### config.mk
export PLATFORM = sky130hd
export DESIGN_NAME = cam_config_sequencer_flat
export DESIGN_NICKNAME = d
export VERILOG_FILES = /design/src/rtl/cam_config_sequencer_if.sv /design/src/rtl/cam_config_sequencer.sv /design/src/flat_wrapper.sv
export SDC_FILE = /design/constraint.sdc
export NUM_CORES = 1
export LEC_CHECK = 0
export ABC_AREA = 0
export CORE_AREA = 4 4 111 113
export DETAILED_ROUTE_END_ITERATION = 8
export DIE_AREA = 0 0 115 117
export MAX_ROUTING_LAYER = met4
export PLACE_DENSITY_LB_ADDON = 0.08
export SYNTH_ARGS = -nofsm -noshare
export SYNTH_HDL_FRONTEND = slang
export SYNTH_SLANG_ARGS = --single-unit
### constraint.sdc
create_clock -name clk_100 -period 4.8 [get_ports clk_100]
set_clock_uncertainty 0.15 [all_clocks]
set_input_delay 0.96 -clock clk_100 [delete_from_list [all_inputs] [get_ports clk_100]]
set_output_delay 0.96 -clock clk_100 [all_outputs]
set_load 0.05 [all_outputs]
### src/rtl/cam_config_sequencer_if.sv
// Command port between cam_config_sequencer (master) and i2c_master (slave).
// Strobe/ready handshake carrying one SCCB write per transaction.
interface cam_config_sequencer_if;
   logic [15:0] i2c_addr_data;
   logic        i2c_cmd;
   logic        i2c_strobe;
   logic        i2c_ready;
   logic [2:0]  i2c_status;

   modport master (
      output i2c_addr_data, i2c_cmd, i2c_strobe,
      input  i2c_ready, i2c_status
   );

   modport slave (
      input  i2c_addr_data, i2c_cmd, i2c_strobe,
      output i2c_ready, i2c_status
   );
endinterface

### src/rtl/cam_config_sequencer.sv
// Walks the OV7675 init table, one SCCB write per entry, with delay entries and NACK retry.
// Optional transaction watchdog enabled by defining CAM_CFG_TIMEOUT_EN.
module cam_config_sequencer #(
   parameter int unsigned CONFIG_LENGTH = 198,
   parameter int unsigned IDX_W         = 8,
   parameter int unsigned DELAY_UNIT    = 100000,
   parameter int unsigned MAX_RETRY     = 3,
   parameter int unsigned TIMEOUT_CYC   = 2000000
) (
   input  logic                   clk_100,
   input  logic                   rst_n,
   input  logic                   start,
   output logic                   busy,
   output logic                   done,
   output logic                   error,
   output logic [IDX_W-1:0]       err_index,
   output logic [IDX_W-1:0]       rom_index,
   input  logic [15:0]            rom_entry,
   cam_config_sequencer_if.master i2c
);

   localparam int unsigned RW = $clog2(MAX_RETRY + 2);

   typedef enum logic [3:0] {
      S_IDLE,
      S_FETCH,
      S_DECODE,
      S_ISSUE,
      S_WAIT_ACCEPT,
      S_WAIT_DONE,
      S_DELAY,
      S_NEXT,
      S_DONE,
      S_ERROR
   } state_t;

   state_t           r_state;
   logic [IDX_W-1:0] r_idx;
   logic [15:0]      r_entry;
   logic [RW-1:0]    r_retry;
   logic [31:0]      r_dly;
   logic             r_fetch_ph;
   logic             r_armed;
   logic             r_busy;
   logic             r_done;
   logic             r_error;
   logic [IDX_W-1:0] r_err_index;
   logic [15:0]      r_addr_data;
   logic             r_strobe;
`ifdef CAM_CFG_TIMEOUT_EN
   logic [31:0]      r_wd;
`endif

   assign busy              = r_busy;
   assign done              = r_done;
   assign error             = r_error;
   assign err_index         = r_err_index;
   assign rom_index         = r_idx;
   assign i2c.i2c_addr_data = r_addr_data;
   assign i2c.i2c_cmd       = 1'b0;
   assign i2c.i2c_strobe    = r_strobe;

   always_ff @(posedge clk_100 or negedge rst_n) begin
      if (!rst_n) begin
         r_state     <= S_IDLE;
         r_idx       <= '0;
         r_entry     <= '0;
         r_retry     <= '0;
         r_dly       <= '0;
         r_fetch_ph  <= 1'b0;
         r_armed     <= 1'b0;
         r_busy      <= 1'b0;
         r_done      <= 1'b0;
         r_error     <= 1'b0;
         r_err_index <= '0;
         r_addr_data <= '0;
         r_strobe    <= 1'b0;
`ifdef CAM_CFG_TIMEOUT_EN
         r_wd        <= '0;
`endif
      end else begin
         // r_armed masks a start that lands on the first edge after reset release
         r_armed  <= 1'b1;
         r_strobe <= 1'b0;
`ifdef CAM_CFG_TIMEOUT_EN
         if (r_state inside {S_ISSUE, S_WAIT_ACCEPT, S_WAIT_DONE})
            r_wd <= r_wd + 1'b1;
`endif
         case (r_state)
            S_IDLE, S_DONE, S_ERROR: begin
               if (start && r_armed) begin
                  r_idx      <= '0;
                  r_busy     <= 1'b1;
                  r_done     <= 1'b0;
                  r_error    <= 1'b0;
                  r_fetch_ph <= 1'b0;
                  r_state    <= S_FETCH;
               end
            end
            S_FETCH: begin
               if (!r_fetch_ph) begin
                  r_fetch_ph <= 1'b1;
               end else begin
                  r_fetch_ph <= 1'b0;
                  r_entry    <= rom_entry;
                  r_state    <= S_DECODE;
               end
            end
            S_DECODE: begin
               if (r_entry[15:8] == 8'hFF) begin
                  r_dly   <= 32'(r_entry[7:0]) * 32'(DELAY_UNIT);
                  r_state <= S_DELAY;
               end else begin
                  r_retry <= '0;
`ifdef CAM_CFG_TIMEOUT_EN
                  r_wd    <= '0;
`endif
                  r_state <= S_ISSUE;
               end
            end
            S_ISSUE: begin
               if (i2c.i2c_ready) begin
                  r_strobe    <= 1'b1;
                  r_addr_data <= r_entry;
                  r_state     <= S_WAIT_ACCEPT;
               end
            end
            S_WAIT_ACCEPT: begin
               if (!i2c.i2c_ready)
                  r_state <= S_WAIT_DONE;
            end
            S_WAIT_DONE: begin
               if (i2c.i2c_ready) begin
                  if (i2c.i2c_status == 3'b000) begin
                     r_state <= S_NEXT;
                  end else if (r_retry < RW'(MAX_RETRY)) begin
                     r_retry <= r_retry + 1'b1;
`ifdef CAM_CFG_TIMEOUT_EN
                     r_wd    <= '0;
`endif
                     r_state <= S_ISSUE;
                  end else begin
                     r_err_index <= r_idx;
                     r_busy      <= 1'b0;
                     r_error     <= 1'b1;
                     r_state     <= S_ERROR;
                  end
               end
            end
            S_DELAY: begin
               // a zero-tick entry still spends one cycle here
               if (r_dly <= 32'd1)
                  r_state <= S_NEXT;
               else
                  r_dly <= r_dly - 1'b1;
            end
            S_NEXT: begin
               if (r_idx == IDX_W'(CONFIG_LENGTH - 1)) begin
                  r_busy  <= 1'b0;
                  r_done  <= 1'b1;
                  r_state <= S_DONE;
               end else begin
                  r_idx      <= r_idx + 1'b1;
                  r_fetch_ph <= 1'b0;
                  r_state    <= S_FETCH;
               end
            end
            default: r_state <= S_IDLE;
         endcase
`ifdef CAM_CFG_TIMEOUT_EN
         // watchdog wins over any handshake progress on the same edge; no retry
         if ((r_state inside {S_ISSUE, S_WAIT_ACCEPT, S_WAIT_DONE}) &&
             (r_wd >= 32'(TIMEOUT_CYC - 1))) begin
            r_strobe    <= 1'b0;
            r_err_index <= r_idx;
            r_busy      <= 1'b0;
            r_error     <= 1'b1;
            r_state     <= S_ERROR;
         end
`endif
      end
   end

endmodule

### src/flat_wrapper.sv
// flat-port wrapper written by rule: the top's interface ports become plain ports
module cam_config_sequencer_flat 
#(
   parameter int unsigned CONFIG_LENGTH = 198,
   parameter int unsigned IDX_W         = 8,
   parameter int unsigned DELAY_UNIT    = 100000,
   parameter int unsigned MAX_RETRY     = 3,
   parameter int unsigned TIMEOUT_CYC   = 2000000
)
  (clk_100, rst_n, start, busy, done, error, err_index, rom_index, rom_entry, i2c_i2c_addr_data, i2c_i2c_cmd, i2c_i2c_strobe, i2c_i2c_ready, i2c_i2c_status);
  cam_config_sequencer_if i2c_i ();
  input  logic clk_100;
  input  logic rst_n;
  input  logic start;
  output logic busy;
  output logic done;
  output logic error;
  output logic [IDX_W-1:0] err_index;
  output logic [IDX_W-1:0] rom_index;
  input  logic [15:0] rom_entry;
  output wire logic [$bits(i2c_i.i2c_addr_data)-1:0] i2c_i2c_addr_data;
  output wire logic [$bits(i2c_i.i2c_cmd)-1:0] i2c_i2c_cmd;
  output wire logic [$bits(i2c_i.i2c_strobe)-1:0] i2c_i2c_strobe;
  input wire logic [$bits(i2c_i.i2c_ready)-1:0] i2c_i2c_ready;
  input wire logic [$bits(i2c_i.i2c_status)-1:0] i2c_i2c_status;
  assign i2c_i2c_addr_data = i2c_i.i2c_addr_data;
  assign i2c_i2c_cmd = i2c_i.i2c_cmd;
  assign i2c_i2c_strobe = i2c_i.i2c_strobe;
  assign i2c_i.i2c_ready = i2c_i2c_ready;
  assign i2c_i.i2c_status = i2c_i2c_status;
  cam_config_sequencer #(.CONFIG_LENGTH(CONFIG_LENGTH), .IDX_W(IDX_W), .DELAY_UNIT(DELAY_UNIT), .MAX_RETRY(MAX_RETRY), .TIMEOUT_CYC(TIMEOUT_CYC)) u_core (.clk_100(clk_100), .rst_n(rst_n), .start(start), .busy(busy), .done(done), .error(error), .err_index(err_index), .rom_index(rom_index), .rom_entry(rom_entry), .i2c(i2c_i));
endmodule
# ---- Word level (Yosys, flattened, before mapping)
# Index checks and enable logic that the tools add are counted.
dict set report op_classes {
  magnitude_cmp 2
  eq_ne 25
  mul 1
  bitwise_logic 2
  addsub 3
  n_reduce_logical 21
  n_mux 40
}
# operator count
set ops {}
lappend ops {{two-way mux 32 bit} 2}
lappend ops {{one-hot mux 32 bit (2 select lines)} 1}
lappend ops {{two-way mux 4 bit} 9}
lappend ops {{<= comparator 32 x 1 -> 1 bit, second input constant} 1}
lappend ops {{one-hot mux 4 bit (8 select lines)} 1}
lappend ops {{subtractor 32 x 1 -> 32 bit, second input constant} 1}
lappend ops {{multiplier 8 x 12 -> 20 bit, second input constant} 1}
lappend ops {{equality test 4 x 3 -> 1 bit, second input constant} 4}
lappend ops {{equality test 8 bit, second input constant} 2}
lappend ops {{two-way mux 8 bit} 2}
lappend ops {{!= test 2 bit, second input constant} 8}
lappend ops {{one-hot mux 8 bit (2 select lines)} 1}
lappend ops {{two-way mux 3 bit} 5}
lappend ops {{two-way mux 1 bit} 14}
lappend ops {{!= test 2 x 1 -> 1 bit, second input constant} 6}
lappend ops {{AND reduction 3 bit} 4}
lappend ops {{AND reduction 6 bit} 2}
lappend ops {{AND reduction 5 bit} 2}
lappend ops {{adder 8 x 1 -> 8 bit, second input constant} 1}
lappend ops {{equality test 4 x 2 -> 1 bit, second input constant} 2}
lappend ops {{equality test 4 bit, second input constant} 2}
lappend ops {{nonzero test 2 bit} 4}
lappend ops {{one-hot mux 1 bit (3 select lines)} 2}
lappend ops {{one-hot mux 3 bit (2 select lines)} 1}
lappend ops {{12 further kinds} 16}
dict set report totals {
  regBits 93
  wordCells 107
  output_inout_bits 37
  input_bits 23
}

# ---- Depth between registers and ports, before layout
# Gate-level depths: netlist of the first run.
dict set report depth {
  ltp_word 5
  ltp_mapped 13
  mapped_depth_nobuf 13
}

# ---- Worst setup path before layout of the first run
# Ideal clock, no wire load.
dict set report synth_timing {
  path_type {register to register}
  startpoint {register u_core.r_entry[2]}
  endpoint {register u_core.r_dly[23]}
  period_less_slack_ps 3719
  stages_incl_launch_ff 14
  slack_ps 1081
  path_buffers 0
  t_required_ps 4513
  setup_ps 137
  arrival_time_ps 3432
  path_cell_list {dfrtp_1 -> ha_1 -> ha_1 -> inv_1 -> fa_1 -> inv_1 -> fa_1 -> ha_1 -> nor2b_1 -> o31a_1 -> o21a_1 -> o21ai_0 -> xor2_1 -> a21oi_1}
}
dict set report synth_via {
  elab_chain_cells 3
}
# element line
set synth_rtl {}
lappend synth_rtl {{start, declared} cam_config_sequencer.sv:39} ;# logic [15:0] r_entry;
lappend synth_rtl {{start signal, assigned} cam_config_sequencer.sv:105} ;# r_entry <= rom_entry;
lappend synth_rtl {{multiplier 8 x 12 -> 20 bit} cam_config_sequencer.sv:111} ;# r_dly <= 32'(r_entry[7:0]) * 32'(DELAY_UNIT);
lappend synth_rtl {{two-way mux 32 bit} cam_config_sequencer.sv:110} ;# if (r_entry[15:8] == 8'hFF) begin
lappend synth_rtl {{one-hot mux 32 bit (2 select lines)} cam_config_sequencer.sv:89} ;# case (r_state)
lappend synth_rtl {{end signal, assigned} cam_config_sequencer.sv:111}
lappend synth_rtl {{end signal, assigned} cam_config_sequencer.sv:155} ;# r_dly <= r_dly - 1'b1;
lappend synth_rtl {{end, declared} cam_config_sequencer.sv:41} ;# logic [31:0] r_dly;
# No other way between the ends. The select of a mux whose other input is x is not followed.
# A chain may end at the register's enable or synchronous reset.

# ---- Final worst setup path of the first run
dict set report layout_timing {
  startpoint {register u_core.r_entry[2]}
  endpoint {register u_core.r_dly[24]}
}
# The elaborated chain is that of the path after synthesis.

==> flow_metrics.py, run 1 <==
metrics = {
    "placed_design": {
        "place_hpwl_um": 10500,
        "portBuffers": 58,
        "dpl_cell_area_um2": 6840,
        "dpl.cell_count": 825,
        "place_congestion": 0.884,
    },
    "route": {
        "wl_um": 14500,
        "drc": 0,
        "wl_per_cell_um": 17.2,
        "first_pass_iters": 5,
        "ant_nets": 0,
        "drt_iter0_drc": 333,
        "vias": 5069,
        "avgViaCountPerCell": 6.03,
    },
    "grt": {
        "grt_max_degree": 61,
        "grt_pass1_vias": 4898,
        "grt_pass1_wl_um": 23800,
        "grt_antenna_before_repair": 0,
        "overflow": 0,
        "track_usage": 0.229,
    },
    "clock_network": {
        "post_cts_buffers": 0,
        "cts_hold_buf": 0,
        "tritoncts": "yes",
        "clockBufferDepth": 2,
        "cts_made_buffers": 9,
        "ctsResizeCount": 0,
        "htree_levels": 3,
        "clk_latency_ns": 0.35,
        "root_buffer": "clkbuf_16",
        "clk_pin_slew_ns": 0.07,
        "clock-sinks": 93,
    },
    "layout": {
        "n_antenna_cell": 0,
        "design_area_um2": 7160,
        "synthToLayoutAreaGrowth_pct": 16.9,
        "fillers": 943,
        "nets": 786,
        "final_cells": 841,
        "drive_above_1_share": 0.0960,
        "finish.utilization": 0.632,
    },
    "yosys": {
        "async_flop_share": 1.00,
        "synthTopCellsByCount": "93 x dfrtp_1, 67 x nand2_1, 58 x ha_1",
        "synth_edf_count": 0,
        "synth_top_area_frac": 0.380,
        "synth_most_common_cell": "dfrtp_1",
        "synth_ff_type": "dfrtp_1",
        "ys_types": 64,
        "ys_warn_count": 0,
        "yosysSeqAreaShare": 0.380,
        "syn-cell-area_um2": 6120,
        "ys_ff_latch": 93,
        "synth_nets": 732,
        "syn-instance-count": 639,
        "synth.area.top_cells": "dfrtp_1 38%, ha_1 12%, mux2_2 5.7%",
        "syn_avg_cell_area_um2": 9.58,
        "synth_top_cell_by_area": "dfrtp_1",
    },
    "timing": {
        "rsz0062_at_grt": "false",
        "post-route-period-util": 0.855,
        "hold_violations": 0,
        "setup_violations": 0,
        "tns_ns": 0,
        "max_freq_mhz": 244,
        "tightest_slew_ns": 0.892,
        "period_minus_slack_ns": 4.11,
        "maxSlewHeadroom": 0.400,
        "slew_viol_final": 0,
    },
    "die": {
        "ioPinCount": 60,
        "die_height_um": 117,
        "fp.dieW_um": 115,
        "start_util": 0.541,
        "dieArea_um2": 13500,
        "coreArea_um2": 11300,
        "rows": 39,
    },
    "critical_path": {
        "critPathArrivalTime_ns": 4.17,
        "worstPathRequired_ns": 4.86,
        "cp_max_fo": 6,
        "start_kind": "flip-flop",
        "cp-end-kind": "flip-flop",
        "reg2regPathDepth": 12,
        "worstSetupPathType": "flip-flop to flip-flop",
    },
    "min_path": {
        "hold_class": "flip-flop to flip-flop",
        "worstHoldPathCells": 2,
    },
    "outcome": {
        "status": "completed",
    },
    "run": {
        "drv_cap": 0,
    },
}
[flip-flops by register name (all words and copies together) (netlist names), 3 cells and up]
signal	cells
u_core.r_dly	32
u_core.r_retry	3
u_core.i2c.i2c_addr_data	16
u_core.rom_index	8
u_core.r_entry	16
u_core.r_state	4
u_core.err_index	8
[critical path: stages (launching register included)]
cell       delay, ns
dfrtp_1         0.45
ha_1            0.35
ha_1            0.28
inv_1           0.05
fa_1            0.49
inv_1           0.05
fa_1            0.47
ha_1            0.35
nand4b_1        0.21
a2111oi_0       0.69
o31ai_1         0.16
xnor2_1         0.17
o211ai_1        0.09
[cells in the final DEF, fill, tap and decap left out, types with 5 or more instances in the layout]
cell             count
nor2b_1              6
a31oi_1              5
or3_1                9
nand2b_1             6
o21ai_0             42
nor3_1              23
nand2_1             67
dfrtp_1             93
or4_1                6
a21oi_1             41
inv_1               26
nand4_1             10
o211ai_1             8
clkdlybuf4s50_1     57
xnor2_1              8
ha_1                58
buf_4                7
nor4_1               6
clkbuf_16            9
xor2_1              13
a21o_1               5
nand3_1             15
o21a_1               6
mux2_2              31
fa_1                12
nor2_1              47
[stage by stage]
stage	setup WS, ns	hold WS [ns]
6_report	0.694	0.332
5_1_grt	0.490	0.365
4_1_cts	0.714	0.334
3_5_place_dp	0.727	0.311
3_3_place_gp	0.822	0.312
2_1_floorplan	1.08	0.301
[kinds of logic after synthesis]
family,after synthesis,synth area share
other cells,2,0.00123
compound gates,150,0.154
flops,93,0.380
fa+ha+maj,70,0.158
buf+inv,47,0.0313
xor+xnor,21,0.0300
simple gates,221,0.182
mux,35,0.0635
[worst paths after layout]
check,startpoint,to,slack [ns]
hold / removal,u_core.i2c.i2c_addr_data[2],u_core.i2c.i2c_addr_data[2],0.33
setup / recovery,u_core.r_entry[2],u_core.r_dly[24],0.69
setup reg to reg,u_core.r_entry[2],u_core.r_dly[24],0.69
min in group asynchronous,rst_n,u_core.r_dly[28],0.56
max in group asynchronous,rst_n,u_core.r_entry[10],3.01
hold reg to reg,u_core.i2c.i2c_addr_data[2],u_core.i2c.i2c_addr_data[2],0.33
[cell type report]
cell class,instances,area (um2),share of cell area
inverters,26,97.6,0.0136
multi-input cells,499,3610,0.504
clock inverters,6,92.6,0.0129
well taps,143,179,0.0250
flip-flops and latches,93,2330,0.325
clock buffers,10,229,0.0320
repair buffers,64,623,0.0870
[routing by layer]
metal	vias to the layer above	part of all wire	GRT usage
li1	2449	-	-
met1	2473	0.46	0.302
met2	127	0.49	0.365
met3	20	0.040	0.0437
met4	0	0.011	0.0595
met5	-	0	-
Power of run 1 is not shown: default switching activity piles up to over one toggle a cycle in this logic, so the estimate is an artifact.
==> inputs of run 2 (changes only) <==
--- a/config.mk
+++ b/config.mk
@@ -6,9 +6,9 @@
 export NUM_CORES = 1
 export LEC_CHECK = 0
 export ABC_AREA = 0
-export CORE_AREA = 4 4 111 113
+export CORE_AREA = 2 2 109 111
 export DETAILED_ROUTE_END_ITERATION = 8
-export DIE_AREA = 0 0 115 117
+export DIE_AREA = 0 0 111 113
 export MAX_ROUTING_LAYER = met4
 export PLACE_DENSITY_LB_ADDON = 0.08
 export SYNTH_ARGS = -nofsm -noshare
==> run 2 against run 1 <==
Net effect:
- flip-flop and latch count is the same
- sequential share of layout area barely moved
- die area decreased by 6.8%
- utilization is 0.21 points higher
- via count decreased by 0.43%
- count of clock-buffer cells in the layout did not move
- non-clock buffer count stayed put
- global-route usage grew 2.3 points
- worst setup slack got worse by 0.021 ns
- register-to-register slack worse by 0.02 ns
- critical endpoint unchanged
- highest routed layer unchanged
==> flow_metrics.py, run 2 (same netlist as run 1, synthesis figures left out) <==
metrics = {
    "outcome": {
        "status": "completed",
    },
    "layout": {
        "nets": 786,
        "n_antenna_cell": 0,
        "most-common-layout-cells": "93 x dfrtp_1, 67 x nand2_1, 58 x ha_1",
        "top_register": "u_core.r_dly",
        "final_common_cell": "dfrtp_1",
        "synthToLayoutAreaGrowth_pct": 16.8,
        "largest_reg_flops": 32,
        "drive_above_1_share": 0.0947,
    },
    "die": {
        "start_util": 0.543,
        "die_height_um": 113,
        "dieArea_um2": 12500,
        "coreArea_um2": 11300,
        "ioPinCount": 60,
        "rows": 39,
        "fp.dieW_um": 111,
    },
    "critical_path": {
        "critPathArrivalTime_ns": 4.19,
        "worstSetupPathType": "flip-flop to flip-flop",
        "worstPathRequired_ns": 4.86,
        "start_kind": "flip-flop",
        "cp_max_fo": 6,
        "r2r_start": "u_core.r_entry[2]",
        "cp-end-kind": "flip-flop",
        "r2r_slack_ns": 0.67,
        "r2r-end": "u_core.r_dly[24]",
        "startpoint": "u_core.r_entry[2]",
        "crit_end": "u_core.r_dly[24]",
        "reg2regPathDepth": 12,
    },
    "grt": {
        "grt_pass1_wl_um": 25000,
        "overflow": 0,
        "grt_antenna_before_repair": 0,
        "grt_max_degree": 63,
        "grt_pass1_vias": 5061,
        "track_usage": 0.252,
    },
    "min_path": {
        "hold_class": "flip-flop to flip-flop",
    },
    "clock_network": {
        "clockBufferDepth": 2,
        "clk_latency_ns": 0.35,
        "ctsResizeCount": 0,
        "cts_made_buffers": 9,
        "clock-sinks": 93,
        "root_buffer": "clkbuf_16",
        "cts_hold_buf": 0,
        "tritoncts": "yes",
        "clk_pin_slew_ns": 0.07,
        "post_cts_buffers": 0,
        "htree_levels": 3,
    },
    "timing": {
        "slew_viol_final": 0,
        "post-route-period-util": 0.860,
        "hold_violations": 0,
        "period_minus_slack_ns": 4.13,
        "max_freq_mhz": 242,
        "tightest_slew_ns": 0.892,
        "tns_ns": 0,
        "rsz0062_at_grt": "false",
        "maxSlewHeadroom": 0.400,
        "setup_violations": 0,
    },
    "route": {
        "first_pass_iters": 5,
        "drc": 0,
        "dr_wl_met3_um": 555,
        "avgViaCountPerCell": 6.01,
        "ant_nets": 0,
        "vias": 5047,
        "wl_um": 14500,
        "wl_met1_um": 6600,
        "wl_per_cell_um": 17.3,
        "dr_wl_met2_um": 7200,
        "topRoutingLayerUsed": "met4",
        "drt_iter0_drc": 243,
    },
    "placed_design": {
        "place_congestion": 0.870,
        "place_hpwl_um": 10400,
        "portBuffers": 58,
    },
    "run": {
        "drv_cap": 0,
    },
}
==> run 2: changes by cell type in the layout (fill, tap and decap cells not counted) <==
cell	previous run	this run
inv_6	2	1
clkinv_4	0	1
clkinvlp_4	2	1
==> run 2: final cells by class <==
type,instances,area [um2]
clock inverters,5,85.1
fillers,959,4120
multi-input cells,499,3610
repair buffers,64,623
flip-flops and latches,93,2330
well taps,143,179
inverters,26,97.6
clock buffers,10,229
==> run 2: per-stage QoR <==
step / hold WS, ns / util / area, um2 / setup slack, ns / cells
3_5_place_dp: 0.317 / 0.607 / 6840 / 0.670 / 825
5_1_grt: 0.353 / 0.634 / 7150 / 0.342 / 840
2_1_floorplan: 0.301 / - / 6120 / 1.08 / 639
4_1_cts: 0.334 / 0.634 / 7150 / 0.658 / 840
3_3_place_gp: 0.311 / 0.607 / 6840 / 0.811 / 825
6_report: 0.335 / 0.634 / 7150 / 0.673 / 840
==> run 2: how the worst min path moves through the flow <==
stage / from / to / slack, ns / cells after the start
after global routing: u_core.r_dly[19] / u_core.r_dly[19] / 0.35 / 1
after CTS: u_core.i2c.i2c_addr_data[0] / u_core.i2c.i2c_addr_data[0] / 0.33 / 2
after global placement: u_core.err_index[1] / u_core.err_index[1] / 0.31 / 2
final: u_core.r_dly[19] / u_core.r_dly[19] / 0.34 / 1
after floorplan: u_core.r_dly[19] / u_core.r_dly[19] / 0.30 / 1
after detailed placement: u_core.i2c.i2c_addr_data[0] / u_core.i2c.i2c_addr_data[0] / 0.32 / 2
==> run 2: metal layers <==
metal / track usage / vias up
met4: 0.0817 / 0
met1: 0.337 / 2473
met3: 0.0289 / 12
met5: - / -
met2: 0.407 / 127
li1: - / 2435
==> run 2: worst max-delay path: stages, from the launching register on <==
cell and delay (ns):
dfrtp_1 0.46, ha_1 0.35, ha_1 0.28, inv_1 0.05, fa_1 0.49, inv_1 0.05
fa_1 0.49, ha_1 0.36, nand4b_1 0.22, a2111oi_0 0.66, o31ai_1 0.16, xnor2_1 0.18
o211ai_1 0.09
Power of run 2 is left out for the same reason.
